[config.mk]
export PLATFORM = sky130hd
export DESIGN_NAME = thread_fetch_sched
export DESIGN_NICKNAME = d
export VERILOG_FILES = /design/src/rtl/thread_fetch_sched.sv
export SDC_FILE = /design/constraint.sdc
export NUM_CORES = 1
export LEC_CHECK = 0
export BUFFER_PORTS_ARGS = -buffer_cell sky130_fd_sc_hd__buf_4
export CORE_ASPECT_RATIO = 0.5
export CORE_MARGIN = 8
export CORE_UTILIZATION = 25
export CTS_CLUSTER_DIAMETER = 30
export DETAILED_ROUTE_END_ITERATION = 7
export PLACE_DENSITY = 0.57
export SYNTH_ARGS = -nofsm -noshare
export SYNTH_HDL_FRONTEND = slang
export SYNTH_SLANG_ARGS = --single-unit
[constraint.sdc]
create_clock -name clk -period 1.7 [get_ports clk]
set_input_delay 0.255 -clock clk [delete_from_list [all_inputs] [get_ports clk]]
set_output_delay 0.255 -clock clk [all_outputs]
set_load 0.01 [all_outputs]
[src/rtl/thread_fetch_sched.sv]
// Round-robin scheduler granting one of four thread fetch requests to a shared FETCH unit.
// Optional BUSY timeout abort is built when FETCH_SCHED_TIMEOUT_EN is defined.
module thread_fetch_sched #(
   parameter logic [7:0] TIMEOUT_CYCLES = 8'd255
) (
   input  logic         clk,
   input  logic         rst_n,
   input  logic [3:0]   req_i,
   input  logic [3:0]   we_i,
   input  logic [127:0] addr_i,
   input  logic [127:0] wdata_i,
   output logic [3:0]   done_o,
   output logic [3:0]   err_o,
   output logic [31:0]  rdata_o,
   output logic         busy_o,
   output logic         f_enable,
   output logic         write_mode,
   output logic [1:0]   f_thread,
   output logic [31:0]  f_addr,
   output logic [31:0]  f_data,
   input  logic         f_ack,
   input  logic [31:0]  f_rdata
);

   typedef enum logic [1:0] {S_IDLE, S_BUSY, S_DONE} state_t;

   state_t     r_state;
   logic [1:0] r_rr_ptr;
   logic       w_gnt_vld;
   logic [1:0] w_gnt_id;

   // Descending scan so the smallest offset from the pointer wins.
   always_comb begin
      w_gnt_vld = 1'b0;
      w_gnt_id  = 2'd0;
      for (int i = 3; i >= 0; i--) begin
         if (req_i[r_rr_ptr + 2'(i)]) begin
            w_gnt_vld = 1'b1;
            w_gnt_id  = r_rr_ptr + 2'(i);
         end
      end
   end

`ifdef FETCH_SCHED_TIMEOUT_EN
   logic [7:0] r_cnt;
   logic       w_timeout;
   // r_cnt counts completed BUSY cycles, so the final cycle is at TIMEOUT_CYCLES-1.
   assign w_timeout = (r_cnt == TIMEOUT_CYCLES - 8'd1);
`else
   assign err_o = '0;
`endif

   always_ff @(posedge clk or negedge rst_n) begin
      if (!rst_n) begin
         r_state    <= S_IDLE;
         r_rr_ptr   <= 2'd0;
         done_o     <= '0;
         rdata_o    <= '0;
         busy_o     <= 1'b0;
         f_enable   <= 1'b0;
         write_mode <= 1'b0;
         f_thread   <= 2'd0;
         f_addr     <= '0;
         f_data     <= '0;
`ifdef FETCH_SCHED_TIMEOUT_EN
         err_o      <= '0;
         r_cnt      <= '0;
`endif
      end else begin
         case (r_state)
            S_IDLE: begin
               if (w_gnt_vld) begin
                  r_state    <= S_BUSY;
                  busy_o     <= 1'b1;
                  f_enable   <= 1'b1;
                  f_thread   <= w_gnt_id;
                  write_mode <= we_i[w_gnt_id];
                  f_addr     <= addr_i[{w_gnt_id, 5'b0} +: 32];
                  f_data     <= wdata_i[{w_gnt_id, 5'b0} +: 32];
`ifdef FETCH_SCHED_TIMEOUT_EN
                  r_cnt      <= '0;
`endif
               end
            end
            S_BUSY: begin
               if (f_ack) begin
                  r_state  <= S_DONE;
                  f_enable <= 1'b0;
                  done_o   <= 4'b0001 << f_thread;
                  rdata_o  <= f_rdata;
                  r_rr_ptr <= f_thread + 2'd1;
               end
`ifdef FETCH_SCHED_TIMEOUT_EN
               else if (w_timeout) begin
                  r_state  <= S_DONE;
                  f_enable <= 1'b0;
                  err_o    <= 4'b0001 << f_thread;
                  rdata_o  <= '0;
                  r_rr_ptr <= f_thread + 2'd1;
               end else begin
                  r_cnt    <= r_cnt + 8'd1;
               end
`endif
            end
            S_DONE: begin
               r_state <= S_IDLE;
               busy_o  <= 1'b0;
               done_o  <= '0;
`ifdef FETCH_SCHED_TIMEOUT_EN
               err_o   <= '0;
`endif
            end
            default: r_state <= S_IDLE;
         endcase
      end
   end

endmodule

; Yosys cells after proc, flatten, opt, wreduce, memory -nomap -nowiden
; Index checks and enable logic that the tools add are counted.
[totals]
out_inout_bits = 109
inputBits = 299
register_bits = 109
[classes]
n_addsub = 4
n_reduce_logical = 10
n_eq_ne = 4
n_mux = 27
n_shift = 3
order_cmp = 5
[op_table]
columns = cell, count
row1 = indexed part select 128 x 8 -> 32 bit, 2
row2 = less-than comparator 2 x 3 -> 1 bit (second input constant), 5
row3 = two-way mux 2 bit, 6
row4 = two-way mux 1 bit, 11
row5 = binary-select mux 1 bit (select 2 bit), 5
row6 = AND reduction 2 bit, 5
row7 = one-hot mux 4 bit (2 select lines), 1
row8 = nonzero test 2 bit, 3
row9 = adder 2 x 1 -> 2 bit (second input constant), 2
row10 = adder 2 bit (second input constant), 2
row11 = two-way mux 4 bit, 1
row12 = inequality test 2 bit (second input constant), 2
row13 = one-hot mux 1 bit (2 select lines), 2
row14 = one-hot mux 2 bit (2 select lines), 1
row15 = << shifter 1 x 2 -> 4 bit (first input constant), 1
row16 = AND reduction 3 bit, 1
row17 = equality test 2 x 1 -> 1 bit (second input constant), 1
row18 = equality test 2 bit (second input constant), 1
row19 = zero test 2 bit, 1

; Logic depth before layout (Yosys ltp)
[logic_depth]
ltp_word = 9
mapped_depth = 7

; Worst setup path after synthesis
; Ideal clock, no wire load.
[synth_path]
kind = flip-flop to flip-flop
startpoint = register r_rr_ptr[1]
endpoint = register f_addr[1]
arrival_time_ns = 1.549
path_slack_ns = 0.019
stages_incl_launch_ff = 7
n_path_buf = 2
setup_ns = 0.132
required_time_ns = 1.568
cell_sequence = dfrtp_1 mux2i_1 a211oi_2 buf_6 buf_6 mux2i_1 o221ai_2
[synth_between]
elab_chain_len = 8
word_cells_on_any_way = 21
classes_between = add/sub (3) / shift (1) / mux (16) / reduce/logical (1)
[synth_rtl]
columns = item, line_no
row1 = start: declaration, 28  ; logic [1:0] r_rr_ptr;
row2 = start signal: assignment, 91  ; r_rr_ptr <= f_thread + 2'd1;
row3 = adder 2 bit, "37, 39"
row4 = binary-select mux 1 bit (select 2 bit), 37  ; if (req_i[r_rr_ptr + 2'(i)]) begin
row5 = two-way mux 1 bit (not written as such), 37
row6 = two-way mux 2 bit or two-way mux 1 bit (tied branches) (4 in series), 37
row7 = indexed part select 128 x 8 -> 32 bit or AND reduction 2 bit (tied branches), n/a
row8 = end signal: assignment, 78  ; f_addr <= addr_i[{w_gnt_id, 5'b0} +: 32];
row9 = end: declaration, 19  ; output logic [31:0] f_addr,
; Several ways; a longest one is shown, not always the timed one. The select of a mux whose other input is x is not followed.
; A chain may end at the register's enable or synchronous reset.

; Worst setup path in the final report
[layout_path]
startpoint = register r_rr_ptr[1]
endpoint = register f_addr[5]
; The elaborated chain is that of the path after synthesis.

==> flow_summary.yaml <==
status:
  status: "finished with violations"
  violations: "negative setup slack"
floorplanning:
  num_rows: 39
  die-area_mm2: 0.0289
  dieHeight_um: 124
  io-pin-count: 408
  die_w_um: 233
  core_area_mm2: 0.0229
  start_util_pct: 25.6
flow_run:
  cap_violations: 0
synthesis:
  ys.warnings.count: 0
  synth-simple-area-share_pct: 12.9
  synth-compound-area-share_pct: 12.1
  ys_types: 27
  synth_top_family_by_area: "multiplexers"
  syn_inst: 573
  synth_xor_area_share_pct: 0
  synth_seq_cells: 109
  avgSynthCellArea_um2: 10.2
  synth_fa_ha_area_share_pct: 0.854
  seq_area_frac_synth_pct: 46.5
  synth.area.mux_share_pct: 22.4
  synth_area_mm2: 0.00586
global_route:
  grt_antenna_before_repair: 2
  grt_usage_pct: 18.6
  grt_max_degree: 47
  overflow: 0
  grt_pass1_vias: 6360
  grt_first_pass_wirelength_um: 40800
route:
  drtIter0Drc: 297
  totalWireLength_um: 28100
  postRouteAntennaNets: 0
  num_vias: 6187
  wire_per_inst_um: 21.3
  vias_per_cell: 4.69
  drc: 0
  firstDrtPassIters: 4
clock_tree:
  numCtsBuffers: 9
  cts-root-buf: "clkbuf_16"
  clk_latency_ns: 0.37
  clock_path_buffers: 2
  htree_levels: 3
  cts_sinks: 109
  tritoncts: "done"
  path_clk_slew_ns: 0.09
final_layout:
  layout.nets: 1309
  multi_input_area_mm2: 0.00308
  final_common_cell: "buf_4"
  drive_above_1_share_pct: 51.8
  regArea_mm2: 0.00273
  fin_cells: 1319
  mostFrequentLayoutCells: "424 x buf_4, 177 x nand2_1, 109 x mux2i_1"
  area_growth_syn_to_layout_pct: 79.2
  fill_cells: 2179
timing:
  final.setup.worst_slack_ns: -0.203
  drv_slew: 0
  period_share_pct: 112
  hold_violations: 0
  min_period_ns: 1.90
  fmax_ghz: 0.526
  rsz0062_at_grt: "true"
  skew_ns: 0.00797
  setup-violations-final: 64
min_path:
  holdPathStages: 3
  hold_path.class: "in -> reg"
  hold_start: "f_rdata[0]"
  hold_end: "rdata_o[0]"
worst_setup_path:
  crit_path_start_kind: "register"
  r2r_end: "f_addr[5]"
  cp.arrival_ns: 2.15
  endpoint_kind: "register"
  reg2regPathDepth: 7
  r2r_setup_slack_ns: -0.20
  cp_max_fo: 9
  path_class: "reg -> reg"
  reg2reg_from: "r_rr_ptr[1]"
  required_ns: 1.94
placed_design:
  dp_hpwl_um: 21600
  routabilityCongestion: 0.914
  place.port_buffers: 403
  dp.cells: 1281
  dp_slack_ns: -0.300
power_and_ir_drop:
  vdd_drop_max_mv: 0.514
  powerDensity_mw_per_mm2: 1440
  leakage_nw: 5.36
-- metal layers --
layer	global-route usage (%)	vias to the layer above	wire [um]
li1	-	2924	-
met1	21.4	3073	10900
met2	33.9	145	15300
met3	3.62	43	1120
met4	6.04	2	730
met5	0	-	13
-- worst max-delay path, stage by stage, from the launching register on --
cell and delay [ns]:
dfrtp_2 0.45, mux2i_2 0.17, a211oi_4 0.23, buf_6 0.17, buf_12 0.17, buf_4 0.17, mux2i_2 0.26, o221ai_1 0.15
-- timing repair --
action                                  in CTS  in global routing
resized for setup                           43                 26
buffers inserted                             6                  2
cloned                                      11                  1
pin swaps                                   12                  2
endpoints found under the hold margin       85                  0
hold buffers                                 1                  0
endpoints found under the setup margin      65                 66
-- cell type report --
class                      instances  area share, %
clock inverter                     7          0.846
antenna                            1         0.0238
inverter                           4          0.143
multi-input combinational        417           29.4
clock buffer                       9           2.14
tap                              307           3.66
sequential                       109           26.0
timing repair buffer             465           37.9
-- cells in the mapped netlist (all sizes together) --
| library cell | instances | share of area (%) |
|---|---|---|
| nor2 | 8 | 0.51 |
| mux2i | 131 | 22 |
| dfrtp | 109 | 47 |
| nand3b | 1 | 0.13 |
| buf | 29 | 3.8 |
| nand2 | 178 | 11 |
| o21ai | 8 | 0.68 |
| a21boi | 1 | 0.13 |
| or2 | 1 | 0.11 |
| nand2b | 2 | 0.21 |
| conb | 1 | 0.064 |
| nor3b | 1 | 0.13 |
| clkinv | 1 | 0.064 |
| o221ai | 65 | 10 |
| ha | 4 | 0.85 |
| inv | 3 | 0.19 |
| or3 | 1 | 0.11 |
| clkbuf | 18 | 1.2 |
| nor4 | 1 | 0.21 |
| a21oi | 7 | 0.60 |
| nor3 | 1 | 0.085 |
| a211oi | 1 | 0.21 |
| a211o | 1 | 0.15 |
-- cells by family (layout without fill, tap and decap cells) --
| kind of cell | Yosys count | count (layout) |
|---|---|---|
| mux | 131 | 131 |
| fa+ha+maj | 4 | 4 |
| buf+inv | 51 | 485 |
| compound gates | 83 | 83 |
| flops | 109 | 109 |
| other cells | 1 | 5 |
| simple gates | 194 | 195 |
-- how the worst max path moves through the flow --
stage / to / from / cells after the start
after global routing: f_addr[21] / r_rr_ptr[1] / 8
after detailed placement: f_addr[3] / r_rr_ptr[1] / 6
after floorplan: f_addr[1] / r_rr_ptr[1] / 6
after global placement: f_addr[3] / r_rr_ptr[1] / 6
after CTS: f_data[14] / r_rr_ptr[1] / 7
final: f_addr[5] / r_rr_ptr[1] / 7
-- report_power, final --
group          switching [mW]  internal, mW  total, mW
Clock                    1.19          1.07       2.25
Combinational            3.90          4.54       8.44
Sequential              0.693          3.71       4.41
Total                    5.78          9.32       15.1
-- registers in the layout, summed over array words and instances (netlist names) --
register    count
f_thread        2
r_state         2
f_enable        1
write_mode      1
done_o          4
busy_o          1
f_addr         32
f_data         32
rdata_o        32
r_rr_ptr        2
-- through the flow --
stage	util, %	TNS (ns)	area, um2	total power, mW	hold WS [ns]
4_1_cts	45.1	-5.36	10300	15.1	0.0433
5_1_grt	45.8	-11.75	10500	16.0	0.0458
6_report	45.8	-6.95	10500	15.1	0.0670
3_5_place_dp	41.5	-8.96	9510	11.8	0.0992
3_3_place_gp	41.5	-6.44	9510	11.7	0.100
2_1_floorplan	-	0	5870	7.95	-0.0406
(Power assumes the default switching activity.)
